===== config.mk =====
export PLATFORM = sky130hd
export DESIGN_NAME = eth_mdio_responder_flat
export DESIGN_NICKNAME = d
export VERILOG_FILES = /design/src/rtl/eth_mdio_responder_if.sv /design/src/rtl/eth_mdio_responder.sv /design/src/flat_wrapper.sv
export SDC_FILE = /design/constraint.sdc
export NUM_CORES = 1
export LEC_CHECK = 0
export ABC_AREA = 0
export BUFFER_PORTS_ARGS = -buffer_cell sky130_fd_sc_hd__buf_2
export CORE_ASPECT_RATIO = 1.25
export CORE_MARGIN = 10
export CORE_UTILIZATION = 35
export CTS_BUF_LIST = sky130_fd_sc_hd__clkbuf_4
export DETAILED_ROUTE_END_ITERATION = 8
export GPL_TIMING_DRIVEN = 0
export PLACE_DENSITY = 0.55
export SLEW_MARGIN = 20
export SYNTH_ARGS = -nofsm -noshare
export SYNTH_HDL_FRONTEND = slang
export SYNTH_SLANG_ARGS = --single-unit

===== constraint.sdc =====
create_clock -name clk -period 3.7 [get_ports clk]
set_input_delay 0.74 -clock clk [delete_from_list [all_inputs] [get_ports clk]]
set_output_delay 0.74 -clock clk [all_outputs]
set_load 0.005 [all_outputs]

===== src/rtl/eth_mdio_responder_if.sv =====
// MDIO responder bus bundle: resolved line in, tri-state pair out, plus
// the register-0 mirror and the write-notification side channel.
interface eth_mdio_responder_if;
    logic        mdio_i;
    logic        mdio_o;
    logic        mdio_t;
    logic [15:0] ctrl_o;
    logic        wr_valid;
    logic [4:0]  wr_addr;
    logic [15:0] wr_data;

    modport slave  (input  mdio_i,
                    output mdio_o, mdio_t, ctrl_o, wr_valid, wr_addr, wr_data);
    modport master (output mdio_i,
                    input  mdio_o, mdio_t, ctrl_o, wr_valid, wr_addr, wr_data);
endinterface


===== src/rtl/eth_mdio_responder.sv =====
// Clause-22 MDIO PHY-side responder: preamble hunt, frame decode, 32x16
// register file with read-only ID registers and a self-clearing reg0 bit 15.
module eth_mdio_responder #(
    parameter logic [4:0]  PHY_ADDR = 5'd1,
    parameter logic [15:0] PHY_ID1  = 16'h0022,
    parameter logic [15:0] PHY_ID2  = 16'h1622,
    parameter logic [15:0] REG0_RST = 16'h1140
) (
    input logic                 clk,
    input logic                 reset,
    eth_mdio_responder_if.slave bus
);
    typedef enum logic [3:0] {
        S_PRE, S_ST2, S_OP, S_PHY, S_REG, S_TA_W, S_WDATA, S_TA_R, S_RDATA, S_SKIP
    } state_t;

    state_t      state, state_nxt;
    logic [5:0]  pre_cnt;
    logic [3:0]  cnt;
    logic [4:0]  skip_rem;
    logic [10:0] hdr;
    logic [11:0] hdr_nxt;
    logic        ta_b1;
    logic [14:0] wsh;
    logic [15:0] wdata_full;
    logic [15:0] rsh;
    logic [15:0] rd_word, rd_sel;
    logic [4:0]  regad;
    logic [15:0] rf [32];
    logic        mdio_t_q, mdio_o_q, mdio_t_nxt, mdio_o_nxt;
    logic        wr_fire, wr_valid_q;
    logic [4:0]  wr_addr_q;
    logic [15:0] wr_data_q;

    // {OP, PHYAD, REGAD} including the bit being sampled this cycle
    assign hdr_nxt    = {hdr, bus.mdio_i};
    assign wdata_full = {wsh, bus.mdio_i};

    always_comb begin
        rd_sel = rf[hdr_nxt[4:0]];
        if (hdr_nxt[4:0] == 5'd2) rd_sel = PHY_ID1;
        if (hdr_nxt[4:0] == 5'd3) rd_sel = PHY_ID2;
    end

    always_ff @(posedge clk) begin
        if (reset) state <= S_PRE;
        else       state <= state_nxt;
    end

    always_comb begin
        state_nxt = state;
        case (state)
            S_PRE:   if (!bus.mdio_i && pre_cnt[5]) state_nxt = S_ST2;
            S_ST2:   state_nxt = bus.mdio_i ? S_OP : S_PRE;
            S_OP:    if (cnt == 4'd1)
                         state_nxt = (hdr_nxt[1] ^ hdr_nxt[0]) ? S_PHY : S_PRE;
            S_PHY:   if (cnt == 4'd4) state_nxt = S_REG;
            S_REG:   if (cnt == 4'd4) begin
                         if (hdr_nxt[9:5] != PHY_ADDR)     state_nxt = S_SKIP;
                         else if (hdr_nxt[11:10] == 2'b10) state_nxt = S_TA_R;
                         else                              state_nxt = S_TA_W;
                     end
            S_TA_W:  if (cnt == 4'd1)
                         state_nxt = ({ta_b1, bus.mdio_i} == 2'b10) ? S_WDATA : S_SKIP;
            S_WDATA: if (cnt == 4'd15) state_nxt = S_PRE;
            S_TA_R:  if (cnt == 4'd1) state_nxt = S_RDATA;
            S_RDATA: if (cnt == 4'd15) state_nxt = S_PRE;
            S_SKIP:  if (skip_rem == 5'd1) state_nxt = S_PRE;
            default: state_nxt = S_PRE;
        endcase
    end

    // Next values of the registered bus outputs: drive 0 for TA bit 2,
    // then 16 data bits, releasing on the edge that samples data bit 0.
    always_comb begin
        mdio_t_nxt = 1'b1;
        mdio_o_nxt = 1'b0;
        wr_fire    = 1'b0;
        case (state)
            S_TA_R: begin
                mdio_t_nxt = 1'b0;
                if (cnt == 4'd1) mdio_o_nxt = rd_word[15];
            end
            S_RDATA: if (cnt != 4'd15) begin
                mdio_t_nxt = 1'b0;
                mdio_o_nxt = rsh[15];
            end
            S_WDATA: wr_fire = (cnt == 4'd15) && (regad != 5'd2) && (regad != 5'd3);
            default: ;
        endcase
    end

    always_ff @(posedge clk) begin
        if (reset) begin
            pre_cnt    <= '0;
            cnt        <= '0;
            skip_rem   <= '0;
            hdr        <= '0;
            ta_b1      <= 1'b0;
            wsh        <= '0;
            rsh        <= '0;
            rd_word    <= '0;
            regad      <= '0;
            mdio_t_q   <= 1'b1;
            mdio_o_q   <= 1'b0;
            wr_valid_q <= 1'b0;
            wr_addr_q  <= '0;
            wr_data_q  <= '0;
            for (int i = 0; i < 32; i++) rf[i] <= (i == 0) ? REG0_RST : 16'h0000;
        end else begin
            mdio_t_q   <= mdio_t_nxt;
            mdio_o_q   <= mdio_o_nxt;
            wr_valid_q <= wr_fire;
            cnt        <= (state_nxt != state) ? 4'd0 : cnt + 4'd1;

            // Counter only survives while hunting, so each frame needs a fresh preamble
            if (state != S_PRE)     pre_cnt <= '0;
            else if (!bus.mdio_i)   pre_cnt <= '0;
            else if (pre_cnt != 6'd63) pre_cnt <= pre_cnt + 6'd1;

            if (state == S_OP || state == S_PHY || state == S_REG) hdr <= hdr_nxt[10:0];
            if (state == S_REG && cnt == 4'd4) begin
                regad   <= hdr_nxt[4:0];
                rd_word <= rd_sel;
            end
            if (state == S_TA_W) ta_b1 <= bus.mdio_i;
            if (state == S_WDATA) wsh <= wdata_full[14:0];

            if (state == S_TA_R && cnt == 4'd1) rsh <= {rd_word[14:0], 1'b0};
            else if (state == S_RDATA)          rsh <= {rsh[14:0], 1'b0};

            if (state_nxt == S_SKIP && state != S_SKIP)
                skip_rem <= (state == S_REG) ? 5'd18 : 5'd16;
            else if (state == S_SKIP)
                skip_rem <= skip_rem - 5'd1;

            if (rf[0][15]) rf[0][15] <= 1'b0;
            // Later assignment lets a completing write override the self-clear
            if (wr_fire) begin
                rf[regad] <= wdata_full;
                wr_addr_q <= regad;
                wr_data_q <= wdata_full;
            end
        end
    end

    assign bus.mdio_t   = mdio_t_q;
    assign bus.mdio_o   = mdio_o_q;
    assign bus.ctrl_o   = rf[0];
    assign bus.wr_valid = wr_valid_q;
    assign bus.wr_addr  = wr_addr_q;
    assign bus.wr_data  = wr_data_q;
endmodule


===== src/flat_wrapper.sv =====
// flat-port wrapper written by rule: the top's interface ports become plain ports
module eth_mdio_responder_flat 
#(
    parameter logic [4:0]  PHY_ADDR = 5'd1,
    parameter logic [15:0] PHY_ID1  = 16'h0022,
    parameter logic [15:0] PHY_ID2  = 16'h1622,
    parameter logic [15:0] REG0_RST = 16'h1140
)
  (clk, reset, bus_mdio_i, bus_mdio_o, bus_mdio_t, bus_ctrl_o, bus_wr_valid, bus_wr_addr, bus_wr_data);
  eth_mdio_responder_if bus_i ();
  input logic clk;
  input logic reset;
  input wire logic [$bits(bus_i.mdio_i)-1:0] bus_mdio_i;
  output wire logic [$bits(bus_i.mdio_o)-1:0] bus_mdio_o;
  output wire logic [$bits(bus_i.mdio_t)-1:0] bus_mdio_t;
  output wire logic [$bits(bus_i.ctrl_o)-1:0] bus_ctrl_o;
  output wire logic [$bits(bus_i.wr_valid)-1:0] bus_wr_valid;
  output wire logic [$bits(bus_i.wr_addr)-1:0] bus_wr_addr;
  output wire logic [$bits(bus_i.wr_data)-1:0] bus_wr_data;
  assign bus_i.mdio_i = bus_mdio_i;
  assign bus_mdio_o = bus_i.mdio_o;
  assign bus_mdio_t = bus_i.mdio_t;
  assign bus_ctrl_o = bus_i.ctrl_o;
  assign bus_wr_valid = bus_i.wr_valid;
  assign bus_wr_addr = bus_i.wr_addr;
  assign bus_wr_data = bus_i.wr_data;
  eth_mdio_responder #(.PHY_ADDR(PHY_ADDR), .PHY_ID1(PHY_ID1), .PHY_ID2(PHY_ID2), .REG0_RST(REG0_RST)) u_core (.clk(clk), .reset(reset), .bus(bus_i));
endmodule

Word-level counts from Yosys, hierarchy flattened:

Memory sizes are Yosys's and may differ from the RTL's.
Cells that the tools add are included.

* flip-flop bits (word level): 106
* bits in writable memories: 512
* input port bits: 3
* memories: 1

* add/sub/neg operators: 3
* equality and inequality tests: 25
* multiplexer cells: 39
* bitwise gates (word level): 3
* reduce and logical (&&, ||, !) cells: 17

Memories
* u_core.rf: words 32, bits a word 16, rd ports 2, clocked after Yosys merged registers in 0, wr ports 32, RTL line eth_mdio_responder.sv:29 `logic [15:0] rf [32];`

Operator list (number)
* $mux 16: 5
* $mux 4: 10
* $pmux 4 s9: 1
* $eq 4x3->1 const B: 5
* $eq 4x4->1 const B: 4
* $reduce_or 16->1: 1
* $mux 5: 3
* $mux 1: 14
* $eq 5x2->1 const B: 2
* $ne 5x2->1 const B: 2
* $eq 4x1->1 const B: 2
* $eq 4x2->1 const B: 2
* $mux 2: 4
* $ne 4x4->1 const B: 2
* $add 6x1->6 const B: 1
* $logic_and 1x1->1: 6
* $ne 6x6->1 const B: 1
* $eq 5x1->1 const B: 1
* $ne 5x1->1 const B: 1
* $sub 5x1->5 const B: 1
* $add 4x1->4 const B: 1
* $eq 2x2->1 const B: 2
* $logic_not 4->1: 1
* $ne 4x4->1: 1
* other kinds (10): 14

Longest topological paths before layout:

* word-level depth: 9
* mapped depth: 11
* mapped depth without buffers: 8

Worst setup path after synthesis:

No wires, ideal clock.

* kind: input port to flip-flop
* start: in bus_mdio_i
* end: reg u_core.cnt[0]
* data arrival time: 3.340 ns
* path slack: 0.282 ns
* cell stages on the path: 11
* cells stage by stage: buf_2 -> buf_4 -> inv_1 -> clkbuf_1 -> clkbuf_1 -> ha_1 -> o32a_1 -> mux2i_1 -> nor4b_1 -> or4_4 -> nor3_1

* cells in the longest elaborated chain, start to end: 6
* elaborated cells between the ends (all ways): 13
* classes of those cells: eq/ne: 2; mux: 7; bitwise: 1; reduce/logical: 3

RTL lines
* start: declaration: RTL line flat_wrapper.sv:13 `input wire logic [$bits(bus_i.mdio_i)-1:0] bus_mdio_i;`
* $eq 2x2->1 (tied with other cells): RTL line eth_mdio_responder.sv:64 `state_nxt = ({ta_b1, bus.mdio_i} == 2'b10) ? S_WDATA : S_SKIP;`
* $mux 4 (tied with other cells): RTL line eth_mdio_responder.sv:64
* $mux 4 (on tied branches): RTL line eth_mdio_responder.sv:63, eth_mdio_responder.sv:53, eth_mdio_responder.sv:55
* $pmux 4 s9 *: RTL line eth_mdio_responder.sv:52 `case (state)`
* $ne 4x4->1 *: RTL line eth_mdio_responder.sv:114 `cnt <= (state_nxt != state) ? 4'd0 : cnt + 4'd1;`
* $reduce_or 2->1 (no line) *
* end signal: assignment: RTL line eth_mdio_responder.sv:114
* end: declaration: RTL line eth_mdio_responder.sv:19 `logic [3:0] cnt;`

Every way passes the cells marked *; elsewhere a longest branch is shown, timed or not.
A chain may end at the register's enable or synchronous reset.

Worst setup path in the final report:

* start: in bus_mdio_i
* end: reg u_core.rd_word[6]

* cells in the longest elaborated chain, start to end: 3
* elaborated cells between the ends (all ways): 5
* classes of those cells: eq/ne: 2; mux: 2; memory: 1

RTL lines
* $mem_v2 32x16 / $eq 5x2->1 (equally long branches)
* $mux 16: RTL line eth_mdio_responder.sv:41 `if (hdr_nxt[4:0] == 5'd2) rd_sel = PHY_ID1;`
* $mux 16 *: RTL line eth_mdio_responder.sv:42 `if (hdr_nxt[4:0] == 5'd3) rd_sel = PHY_ID2;`
* end signal: assignment: RTL line eth_mdio_responder.sv:124 `rd_word <= rd_sel;`
* end: declaration: RTL line eth_mdio_responder.sv:27 `logic [15:0] rd_word, rd_sel;`

Marked as above.

==> impl_metrics.tcl <==
set metrics [dict create \
    clock-root-buffer "clkbuf_4" \
    grt.overflow.total 0 \
    viasPerCell 5.35 \
    p_per_area_nw_per_um2 460 \
    skew_ns 0.0783 \
    coreArea_um2 78400 \
    antenna_left 0 \
    drt_iter0_drc 1727 \
    tightest_slew_ns 1.25 \
    place_congestion 0.937 \
    synth_area_um2 27600 \
    antenna_found_initial 3 \
    cp.required_ns 4.66 \
    p_total_w 0.0144 \
    die_h_um 334 \
    final_cell_count_no_fill 3435 \
    dpl-instance-area_um2 29300 \
    finalMaxSlewViolations 0 \
    rsz0062_at_grt "false" \
    clockPowerShare 0.422 \
    clock-sinks 618 \
    vias 18400 \
    drt_first_pass_iters 5 \
    hold_violations 0 \
    synth_edf_count 512 \
    grt_pass1_wl_um 133000 \
    initial_core_util 0.352 \
    synth_area_leader_cell "edfxtp_1" \
    violations "setup timing" \
    io_pins 43 \
    timing.final.ws_setup_ns -0.00806 \
    insertion_delay_ns 1.07 \
    crit_arrival_ns 4.67 \
    dp_hpwl_um 66500 \
    synth_cells 2027 \
    synth_common_cells "edfxtp_1, and2_1, nand2_1" \
    synth-simple-area-share 0.171 \
    status "finished with violations" \
    syn_avg_cell_area_um2 13.6 \
    synth_top_family_by_area "simple AND/OR/NAND/NOR gates" \
    synth-main-ff-cell "edfxtp_1" \
    synth.most_common_cell "edfxtp_1" \
    htreeDepth 4 \
    cts_buffers 160 \
    crit_type "input port to register" \
    final_cell_area_um2 31300 \
    p_int_w 0.0111 \
    r2r_setup_slack_ns 0.07 \
    drc_errors 0 \
    setup.worst_path.end_class "register" \
    synth_fa_ha_area_frac 0.00363 \
    min_period_ns 3.71 \
    p_switching_w 0.00333 \
    seqPwrFrac 0.540 \
    crit_fanout 10 \
    synth-async-reset-ratio 0 \
    slew-limit-headroom 0.166 \
    drive_above_1_share 0.218 \
    max_freq_mhz 270 \
    grt_max_degree 17 \
    cp-start-kind "input port" \
    die_w_um 271 \
    synth_xor_area_frac 0.00159 \
    reg2reg_depth 8 \
    dp_slack_ns -1.06 \
    min_path_cells 3 \
    fin_crit_sh 1.00 \
    ir_drop_mv 0.265 \
    cts_tree "done" \
    dp_cells 3153 \
    worstHoldPathType "input port to register" \
    drv_cap 0 \
    setup_tns_ns -0.00806 \
    synth_compound_area_frac 0.0502 \
    combPwrFrac 0.039 \
    yosys-mux-area-fraction 0.110 \
    rows 115 \
    portBuffers 42 \
    groute.usage.overall 0.205 \
    routed_wl_um 93600 \
    synth_seq_cells 618 \
    cts_buffer_depth 3 \
    leakagePower_nw 11.2 \
    area_growth_pct 13.6 \
    ys_seq_area_frac 0.634 \
    report.final.setup_viol 1 \
    wl_per_cell_um 27.3 \
    design.die.area_um2 90600 \
    ys_warn_count 0 \
    clkSlewWorstSetupHoldPaths_ns 0.07 \
    hold_buffers 0 \
    swShare 0.231 \
    synth_top_area_frac 0.557 \
    first_global_vias 18800 \
    fin_nets 2274 \
    yosysUniqueCellTypes 70 \
    synthTopCellsByArea "edfxtp_1, and2_1, mux4_2" \
]
state kept, by name, indices dropped and copies added (netlist names):
register             cells
u_core.rf              512
u_core.bus.wr_data      16
u_core.rd_word          16
u_core.rsh              15
u_core.wsh              15
u_core.hdr              11
u_core.pre_cnt           6
u_core.bus.wr_addr       5
u_core.regad             5
u_core.skip_rem          5
u_core.cnt               4
u_core.state             4
u_core.bus.mdio_o        1
u_core.bus.mdio_t        1
u_core.bus.wr_valid      1
u_core.ta_b1             1
worst paths after layout:
path | startpoint | endpoint
worst max-delay path | bus_mdio_i | u_core.rd_word[6]$_SDFFE_PP0P_
worst min-delay path | reset | u_core.cnt[1]$_SDFF_PP0_
worst max register to register | u_core.hdr[2]$_SDFFE_PP0P_ | u_core.rd_word[13]$_SDFFE_PP0P_
worst min register to register | u_core.bus.wr_data[0]$_SDFFE_PP0P_ | u_core.bus.wr_data[0]$_SDFFE_PP0P_
logic make-up (layout without fill, tap and decap cells):
logic type               Yosys count  count (layout)
multiplexers                     174             174
AND/OR/NAND/NOR                  831             831
XOR/XNOR                           5               5
AO/OA/AOI/OAI                    200             200
adder cells (fa/ha/maj)            8               8
flip-flops                       618             618
other                              1              38
buffers and inverters            190             508
area by class of cell:
cell class                 instances  area (um2)
tap                             1053        1320
sequential                       618       17500
buffer                           179         776
antenna                            6        15.0
multi-input combinational       1250        9440
clock inverter                    38         264
timing repair buffer              44         225
fill                            7456       47100
inverter                          10        37.5
clock buffer                     237        1780
metrics by stage:
step                      utilization  hold slack [ns]
after detailed placement        0.373            0.450
after floorplan                     -            0.423
after global placement          0.373            0.443
after global routing            0.400            0.248
final                           0.400            0.284
after CTS                       0.399            0.201
critical path, cell delays in order:
cell and delay [ns]:
buf_2 0.15, buf_2 0.38, buf_4 0.31, clkbuf_4 0.45, buf_2 0.55, nand2_1 0.57
o221ai_1 0.62, a31oi_1 0.08, a22oi_1 0.57, a22o_1 0.22
per-layer routing:
layer	share of wire	track usage
met2	0.50	0.353
met1	0.37	0.236
met4	0.055	0.109
met3	0.069	0.0421
met5	0	0
power by group through the flow:
stage,combinational [W],clock (W),sequential [W]
4_1_cts,0.000560,0.00616,0.00778
3_5_place_dp,0.000558,0,0.00794
2_1_floorplan,0.000340,0,0.00790
5_1_grt,0.000584,0.00654,0.00780
3_3_place_gp,0.000555,0,0.00792
6_report,0.000559,0.00608,0.00778
timing repair:
item,in CTS,in global routing
cloned,0,0
setup endpoints to repair,10,79
setup buffers,0,2
resized for setup,2,7
layout by cell type (no fill, tap or decap), drive strengths merged, types with 32 or more instances in the layout:
master  instances
nor3           45
clkbuf        380
dfxtp         106
a21oi          72
edfxtp        512
conb           32
buf            80
nand2         137
nor2           88
mux2i          66
or2            33
mux4          104
and2          450
No activity file was read; power rests on OpenSTA's default activity.
